--- src/rtl/cpu_types_pkg.sv ---
// Shared CPU types: machine word and the fetch-queue entry that carries a
// fetched instruction together with its PC+4.
package cpu_types_pkg;

  typedef logic [31:0] word_t;

  typedef struct packed {
    word_t npc;
    word_t instr;
  } fetch_entry_t;

  localparam word_t PC_STEP = 32'd4;

endpackage

--- src/rtl/fetch_fifo.sv ---
// DEPTH-entry circular FIFO with occupancy count; flush empties it in one cycle.
// Entry storage is never cleared, only the pointers and count.
module fetch_fifo
  import cpu_types_pkg::*;
#(
  parameter int   DEPTH   = 4,
  parameter type  entry_t = fetch_entry_t,
  localparam int  CNT_W   = $clog2(DEPTH + 1)
) (
  input  logic             CLK,
  input  logic             nRST,
  input  logic             push,
  input  logic             pop,
  input  logic             flush,
  input  entry_t           wdata,
  output entry_t           rdata,
  output logic [CNT_W-1:0] count,
  output logic             full,
  output logic             empty
);

  localparam int PTR_W = (DEPTH > 1) ? $clog2(DEPTH) : 1;

  entry_t           mem_q [DEPTH];
  logic [PTR_W-1:0] rd_q, rd_d, wr_q, wr_d;
  logic [CNT_W-1:0] cnt_q, cnt_d;
  logic             push_ok, pop_ok;

  // Wrap explicitly so non-power-of-two depths work.
  function automatic logic [PTR_W-1:0] bump(input logic [PTR_W-1:0] p);
    return (p == PTR_W'(DEPTH - 1)) ? '0 : p + PTR_W'(1);
  endfunction

  assign full    = (cnt_q == CNT_W'(DEPTH));
  assign empty   = (cnt_q == '0);
  assign push_ok = push && !full;
  assign pop_ok  = pop && !empty;
  assign count   = cnt_q;
  assign rdata   = mem_q[rd_q];

  always_comb begin
    rd_d  = rd_q;
    wr_d  = wr_q;
    cnt_d = cnt_q;
    if (flush) begin
      rd_d  = '0;
      wr_d  = '0;
      cnt_d = '0;
    end else begin
      if (push_ok) wr_d = bump(wr_q);
      if (pop_ok)  rd_d = bump(rd_q);
      case ({push_ok, pop_ok})
        2'b10:   cnt_d = cnt_q + CNT_W'(1);
        2'b01:   cnt_d = cnt_q - CNT_W'(1);
        default: cnt_d = cnt_q;
      endcase
    end
  end

  always_ff @(posedge CLK) begin
    if (nRST) begin
      rd_q  <= '0;
      wr_q  <= '0;
      cnt_q <= '0;
    end else begin
      rd_q  <= rd_d;
      wr_q  <= wr_d;
      cnt_q <= cnt_d;
    end
  end

  always_ff @(posedge CLK) begin
    if (!nRST && !flush && push_ok) mem_q[wr_q] <= wdata;
  end

endmodule

--- src/rtl/fetch_queue.sv ---
// Instruction-fetch front end: PC generator feeding a prefetch FIFO of
// {npc, instr}; redirect flushes and refetches, fetch_halt stops new requests.
module fetch_queue
  import cpu_types_pkg::*;
#(
  parameter word_t PC_INIT = 32'h0000_0000,
  parameter int    DEPTH   = 4,
  localparam int   CNT_W   = $clog2(DEPTH + 1)
) (
  input  logic             CLK,
  input  logic             nRST,
  input  logic             ihit,
  input  logic [31:0]      imemload,
  output logic [31:0]      imemaddr,
  output logic             imemREN,
  input  logic             deq,
  input  logic             redirect,
  input  logic [31:0]      redirect_pc,
  input  logic             fetch_halt,
  output logic             out_valid,
  output logic [31:0]      out_instr,
  output logic [31:0]      out_npc,
  output logic [CNT_W-1:0] count
);

  word_t        pc_q, pc_d;
  logic         full, empty, push, pop;
  fetch_entry_t wdata, head;

  // Request depends only on registered fullness, so a pop frees a slot for
  // the following cycle rather than combinationally.
  assign imemREN  = !full && !fetch_halt && !redirect;
  assign imemaddr = pc_q;
  assign push     = imemREN && ihit;
  assign pop      = deq && !empty && !redirect;
  assign wdata    = '{npc: pc_q + PC_STEP, instr: imemload};

  always_comb begin
    pc_d = pc_q;
    if (redirect)  pc_d = {redirect_pc[31:2], 2'b00};
    else if (push) pc_d = pc_q + PC_STEP;
  end

  always_ff @(posedge CLK) begin
    if (nRST) pc_q <= PC_INIT;
    else      pc_q <= pc_d;
  end

  fetch_fifo #(
    .DEPTH   (DEPTH),
    .entry_t (fetch_entry_t)
  ) u_fifo (
    .CLK   (CLK),
    .nRST  (nRST),
    .push  (push),
    .pop   (pop),
    .flush (redirect),
    .wdata (wdata),
    .rdata (head),
    .count (count),
    .full  (full),
    .empty (empty)
  );

  assign out_valid = !empty;
  assign out_instr = out_valid ? head.instr : '0;
  assign out_npc   = out_valid ? head.npc   : '0;

endmodule

--- config.mk ---
export PLATFORM = sky130hd
export DESIGN_NAME = fetch_queue
export DESIGN_NICKNAME = d
export VERILOG_FILES = /design/src/rtl/cpu_types_pkg.sv /design/src/rtl/fetch_fifo.sv /design/src/rtl/fetch_queue.sv
export SDC_FILE = /design/constraint.sdc
export NUM_CORES = 1
export LEC_CHECK = 0
export ABC_AREA = 1
export BUFFER_PORTS_ARGS = -buffer_cell sky130_fd_sc_hd__buf_2
export CAP_MARGIN = 20
export CORE_AREA = 5 5 163 149
export DETAILED_ROUTE_END_ITERATION = 16
export DIE_AREA = 0 0 168 154
export PLACE_DENSITY = 0.85
export SLEW_MARGIN = 20
export SYNTH_ARGS = -nofsm -noshare
export SYNTH_HDL_FRONTEND = slang
export SYNTH_HIERARCHICAL = 1
export SYNTH_SLANG_ARGS = --single-unit
--- constraint.sdc ---
create_clock -name CLK -period 7.35 [get_ports CLK]
set_clock_uncertainty 0.15 [all_clocks]
set_input_delay 2.205 -clock CLK [delete_from_list [all_inputs] [get_ports CLK]]
set_output_delay 2.205 -clock CLK [all_outputs]
set_load 0.02 [all_outputs]
==> flow_summary.toml, run 1 <==
[floorplanning]
io_pins = 171
num_rows = 52
chipHeight_um = 154
floorplan.initialDensity = 0.570
core_area_um2 = 22300
chipWidth_um = 168
die_area_um2 = 25900

[critical_path]
cp_max_fo = 73
critPathCaptureType = "output pin"
rr_startpoint = "u_fifo/count[1]"
worst_r2r_path_depth = 9
setup.worst_path.start_class = "flop"
internal_reg_to_reg_setup_slack_ps = 3830
crit_type = "flop to output pin"
critPathRequiredTime_ps = 4990
critical_path.reg2reg.endpoint = "u_fifo/mem_q[3][29]"
worstPathArrival_ps = 3070

[grt]
gr-total-overflow = 0
grt.total_usage = 0.213
pin_count_of_the_biggest_net_entering_global_routing = 75
first_global_vias = 8626
grt_first_pass_wirelength_mm = 44.5
grt_antenna_before_repair = 0

[hold_path]
worst_hold_class = "flop to flop"
hold_end = "imemaddr[2]"
origin_of_the_worst_min_delay_path = "imemaddr[2]"
whs_path_depth = 2

[timing]
clock.fmax_mhz = 184
hold_violations = 0
max-slew-margin-rel = 0.345
final_max_slew_viol_count = 0
transition_time_of_the_tightest_slew_check_pin_ps = 983
fin_setup_tns_ps = 0
shortest_clock_period_the_worst_path_allows_after_layout_ps = 5430
final-setup-viol-count = 0
min_period_over_period = 0.738
grt_setup_unrepaired = "no"

[cts]
total_cts_buffers = 29
insertion_delay_ps = 540
post_cts_sizing_count = 0
cts_hold_repair.buffers = 0
clock_path_buffers = 3
cts.root.buffer_cell = "sky130_fd_sc_hd__clkbuf_16"
cts_tree = "done"
cts_sinks = 295
post_cts_buffers = 0
h-tree-depth = 1
cts.reportedPaths.clkPinSlew_ps = 60

[logic_synthesis]
synth.largest_area_cell = "sky130_fd_sc_hd__edfxtp_1"
synth_enable_flop_cells = 256
post_synth_instance_area_um2 = 12700
synth-main-ff-cell = "sky130_fd_sc_hd__edfxtp_1"
synth_top_cells_by_area = "sky130_fd_sc_hd__edfxtp_1 (60%), sky130_fd_sc_hd__nor2_1 (7.1%), sky130_fd_sc_hd__dfxtp_1 (6.1%)"
yosys_register_bits = 295
syn_area_per_cell_um2 = 10.8
synth.top_cell.area_share = 0.604
synth_warnings = 6
postSynth.asyncResetShare = 0
synth.lib_cells_used.distinct = 38
post_synthesis_instance_total = 1176
ys_seq_area_frac = 0.666

[power]
cellPowerDensity_nw_per_um2 = 234
pwr-share-seq = 0.543
static-leakage-power_nw = 5.81
largest_voltage_drop_on_the_vdd_net_mv = 0.135
p_int_mw = 2.72
power_switching_mw = 0.698
p_comb_frac = 0.046
power.share.clock = 0.411
netSwitchingFraction = 0.204

[finish]
most_common_library_cell_in_the_layout_ignoring_fill_and_taps = "sky130_fd_sc_hd__edfxtp_1"
share_of_cells_above_drive_strength_1 = 0.188
finish.net_count = 1408
fin_util = 0.655
antennaDiodeCount = 0
syn2layout_area_growth_pct = 14.8
layoutNonFillerInstCount = 1645
layout.cells.most_common_list = "sky130_fd_sc_hd__edfxtp_1 (256), sky130_fd_sc_hd__nor2_1 (235), sky130_fd_sc_hd__buf_2 (166)"

[placement]
place_congestion = 0.904
post-place-cells = 1596
post-dp-hpwl_mm = 17.0
numPortBuffers = 166

[drt]
post-route-drc-count = 0
detailedRoute.firstPassIterationCount = 5
route.final.wire_length_mm = 28.2
detail_route.wl_per_cell_um = 17.2
vias = 8949
drtIter0Drc = 796
drt.antenna.violating_nets = 0
post_detailed_route_via_to_cell_ratio = 5.44

[outcome]
run_status = "complete, no violations"

[flow_run]
maxCapViolations = 0
==> through the flow <==
| step | setup slack, ps | power (mW) | hold slack, ps | area (um2) |
|---|---|---|---|---|
| floorplan | 755 | 1.98 | 333 | 12800 |
| global placement | 1830 | 2.04 | 354 | 13700 |
| detailed placement | 1760 | 2.05 | 356 | 13700 |
| CTS | 1940 | 3.44 | 378 | 14600 |
| global route | 1740 | 3.54 | 414 | 14600 |
| finish | 1920 | 3.42 | 374 | 14600 |
==> power by group through the flow <==
stage	sequential, mW	combinational, mW	clock [mW]
2_1_floorplan	1.90	0.0779	0
3_3_place_gp	1.89	0.152	0
3_5_place_dp	1.89	0.156	0
4_1_cts	1.85	0.157	1.43
5_1_grt	1.86	0.174	1.51
6_report	1.86	0.157	1.41
==> synth_stat cells, types with 2 or more instances <==
| master | count |
|---|---|
| sky130_fd_sc_hd__edfxtp_1 | 256 |
| sky130_fd_sc_hd__nor2_1 | 239 |
| sky130_fd_sc_hd__nand2_1 | 157 |
| sky130_fd_sc_hd__inv_1 | 100 |
| sky130_fd_sc_hd__o21ai_0 | 75 |
| sky130_fd_sc_hd__o22ai_1 | 64 |
| sky130_fd_sc_hd__o21ai_1 | 56 |
| sky130_fd_sc_hd__dfxtp_1 | 39 |
| sky130_fd_sc_hd__clkbuf_1 | 30 |
| sky130_fd_sc_hd__a21oi_1 | 26 |
| sky130_fd_sc_hd__a21boi_0 | 21 |
| sky130_fd_sc_hd__buf_6 | 13 |
| sky130_fd_sc_hd__nand3_1 | 13 |
| sky130_fd_sc_hd__buf_4 | 8 |
| sky130_fd_sc_hd__nand3b_1 | 8 |
| sky130_fd_sc_hd__buf_2 | 7 |
| sky130_fd_sc_hd__ha_1 | 7 |
| sky130_fd_sc_hd__nor2_4 | 6 |
| sky130_fd_sc_hd__xor2_2 | 6 |
| sky130_fd_sc_hd__a31oi_1 | 5 |
| sky130_fd_sc_hd__nand2_2 | 5 |
| sky130_fd_sc_hd__nor2_2 | 5 |
| sky130_fd_sc_hd__xor2_1 | 5 |
| sky130_fd_sc_hd__and2_1 | 4 |
| sky130_fd_sc_hd__xnor2_1 | 4 |
| sky130_fd_sc_hd__clkbuf_2 | 3 |
| sky130_fd_sc_hd__buf_1 | 2 |
| sky130_fd_sc_hd__inv_2 | 2 |
==> logic make-up after synthesis <==
kind of cell               share of synthesized area
buffers and inverters                         0.0600
and+or+nand+nor                                0.142
other                                       0.000295
muxes                                       0.000885
xor gates and xnor gates                      0.0139
AOI/OAI and AO/OA                              0.109
adders and majority gates                    0.00846
DFF                                            0.666
==> critical path, stage by stage (launching register included) <==
cell	delay [ps]
sky130_fd_sc_hd__dfxtp_4	520
sky130_fd_sc_hd__inv_4	610
sky130_fd_sc_hd__buf_4	630
sky130_fd_sc_hd__nor2_1	110
sky130_fd_sc_hd__o22ai_1	210
sky130_fd_sc_hd__inv_1	70
sky130_fd_sc_hd__nor2_1	100
sky130_fd_sc_hd__buf_2	180
==> worst max path at each step <==
| stage | from | end | slack [ps] | cells past startpoint |
|---|---|---|---|---|
| after floorplan | redirect | u_fifo/mem_q[0][0] | 750 | 7 |
| after global placement | redirect | u_fifo/mem_q[3][15] | 1830 | 7 |
| after detailed placement | redirect | u_fifo/mem_q[3][15] | 1760 | 7 |
| after CTS | flop | out_instr[28] | 1940 | 7 |
| after global routing | flop | out_instr[28] | 1740 | 7 |
| final | flop | out_instr[28] | 1920 | 7 |
==> layout make-up <==
type	count	area [um2]
inverters	103	389
well taps	297	372
fillers	1652	7710
flip-flops and latches	295	8470
clock inverters	13	146
repair buffers	177	913
multi-input cells	724	3550
clock buffers	36	762
==> registers in the layout (all words and copies together), names as in the netlist, named ones only <==
name and flops:
u_fifo/wr_q 2, u_fifo/mem_q 256, u_fifo/rd_q 2, u_fifo/count 3, imemaddr 30
==> layer usage <==
metal,vias to the layer above,track usage,wire length (um)
li1,4305,-,-
met4,0,0.0591,688
met3,60,0.0344,2710
met2,408,0.347,13300
met5,-,0,0
met1,4176,0.301,11500
Power figures use the tool's default switching activity.
==> run 2, diff against run 1 <==
clock period = 5.6 ns   (was 7.35 ns; I/O delays follow)
==> run 2 against run 1 <==
Worst setup slack got worse by 990 ps. Wire length rose by 2.4%. Global-route usage rose by 0.36 points. Critical path type unchanged. Largest power group unchanged.
==> flow_summary.toml, run 2 (same netlist as run 1, synthesis figures left out) <==
[timing]
transition_time_of_the_tightest_slew_check_pin_ps = 962
grt_setup_unrepaired = "no"
max-slew-margin-rel = 0.358
clock.fmax_mhz = 214
final_max_slew_viol_count = 0
hold_violations = 0
min_period_over_period = 0.834
fin_setup_tns_ps = 0
final-setup-viol-count = 0
shortest_clock_period_the_worst_path_allows_after_layout_ps = 4670
hold_slack_ps = 382

[critical_path]
cp_max_fo = 82
setup.worst_path.start_class = "flop"
critPathRequiredTime_ps = 3770
worst_r2r_path_depth = 17
worstPathArrival_ps = 2840
critPathCaptureType = "output pin"
crit_type = "flop to output pin"

[grt]
first_global_vias = 8753
pin_count_of_the_biggest_net_entering_global_routing = 91
grt.total_usage = 0.217
grt_first_pass_wirelength_mm = 45.6
gr-total-overflow = 0
grt_antenna_before_repair = 1

[drt]
detailedRoute.firstPassIterationCount = 5
vias = 9067
drtIter0Drc = 909
met3_length_mm = 2.39
wl_met2_mm = 13.5
top_layer = "met5"
wirelength_met1_mm = 12.3
detail_route.wl_per_cell_um = 17.5
drt.antenna.violating_nets = 0
post_detailed_route_via_to_cell_ratio = 5.50
route.final.wire_length_mm = 28.9
post-route-drc-count = 0

[floorplanning]
io_pins = 171
chipHeight_um = 154
core_area_um2 = 22300
chipWidth_um = 168
num_rows = 52
die_area_um2 = 25900
floorplan.initialDensity = 0.570

[flow_run]
maxCapViolations = 0

[finish]
most_common_library_cell_in_the_layout_ignoring_fill_and_taps = "sky130_fd_sc_hd__edfxtp_1"
syn2layout_area_growth_pct = 15.2
finish.net_count = 1408
largest_register_ffs = 256
antennaDiodeCount = 0
seqCellArea_um2 = 8470
finalInstanceArea_um2 = 14700
multi_input_comb_area_um2 = 3550
share_of_cells_above_drive_strength_1 = 0.187
layout.cells.most_common_list = "sky130_fd_sc_hd__edfxtp_1 (256), sky130_fd_sc_hd__nor2_1 (235), sky130_fd_sc_hd__buf_2 (166)"
max_flop_register = "u_fifo/mem_q"
filler_cell_count = 1673

[placement]
post-dp-hpwl_mm = 17.4
numPortBuffers = 166
place_congestion = 0.933
postPlaceCellArea_um2 = 13700

[hold_path]
worst_hold_class = "flop to flop"
whs_path_depth = 2

[power]
static-leakage-power_nw = 5.83
fin_total_pwr_mw = 4.50
cellPowerDensity_nw_per_um2 = 307
largest_voltage_drop_on_the_vdd_net_mv = 0.229

[cts]
total_cts_buffers = 29
clock_path_buffers = 3
cts_sinks = 295
post_cts_buffers = 0
post_cts_sizing_count = 0
insertion_delay_ps = 540
cts.reportedPaths.clkPinSlew_ps = 60
cts.root.buffer_cell = "sky130_fd_sc_hd__clkbuf_16"
cts_hold_repair.buffers = 0
h-tree-depth = 1
cts_tree = "done"

[outcome]
run_status = "complete, no violations"
-- run 2: stage by stage --
stage               instances  worst slack, ps   util
floorplan                1185             -470      -
global placement         1596             1260  0.616
detailed placement       1596             1210  0.616
CTS                      1649              896  0.657
global route             1649              702  0.657
finish                   1649              931  0.657
-- run 2: worst max-delay path, cell delays in order (launching register included) --
cell,delay [ps]
sky130_fd_sc_hd__dfxtp_4,670
sky130_fd_sc_hd__buf_4,740
sky130_fd_sc_hd__o21ai_0,200
sky130_fd_sc_hd__o22ai_1,200
sky130_fd_sc_hd__inv_1,50
sky130_fd_sc_hd__nor2_1,190
sky130_fd_sc_hd__buf_2,220
-- run 2: area by class of cell --
cell class                      count  share of cell area
Clock buffer                       36              0.0513
Tap cell                          297              0.0254
Clock inverter                     17              0.0107
Multi-Input combinational cell    724               0.242
Timing Repair Buffer              177              0.0657
Sequential cell                   295               0.578
Inverter                          103              0.0265
-- run 2: power breakdown --
part	internal, mW	switching (mW)
Combinational	0.0671	0.139
Clock	1.09	0.773
Sequential	2.41	0.0259
Total	3.56	0.938
-- run 2: layer usage --
| metal | vias up | track usage |
|---|---|---|
| li1 | 4310 | - |
| met1 | 4310 | 0.311 |
| met2 | 392 | 0.344 |
| met3 | 53 | 0.0418 |
| met4 | 2 | 0.0580 |
| met5 | - | 0 |
-- run 2: path summary, 6_finish.rpt --
check,from,endpoint,slack [ps]
worst max register to register,u_fifo/count[2],u_fifo/count[2],2390
worst min-delay path,imemaddr[2],imemaddr[2],380
worst max-delay path,flop,out_npc[12],930
worst min register to register,imemaddr[2],imemaddr[2],380
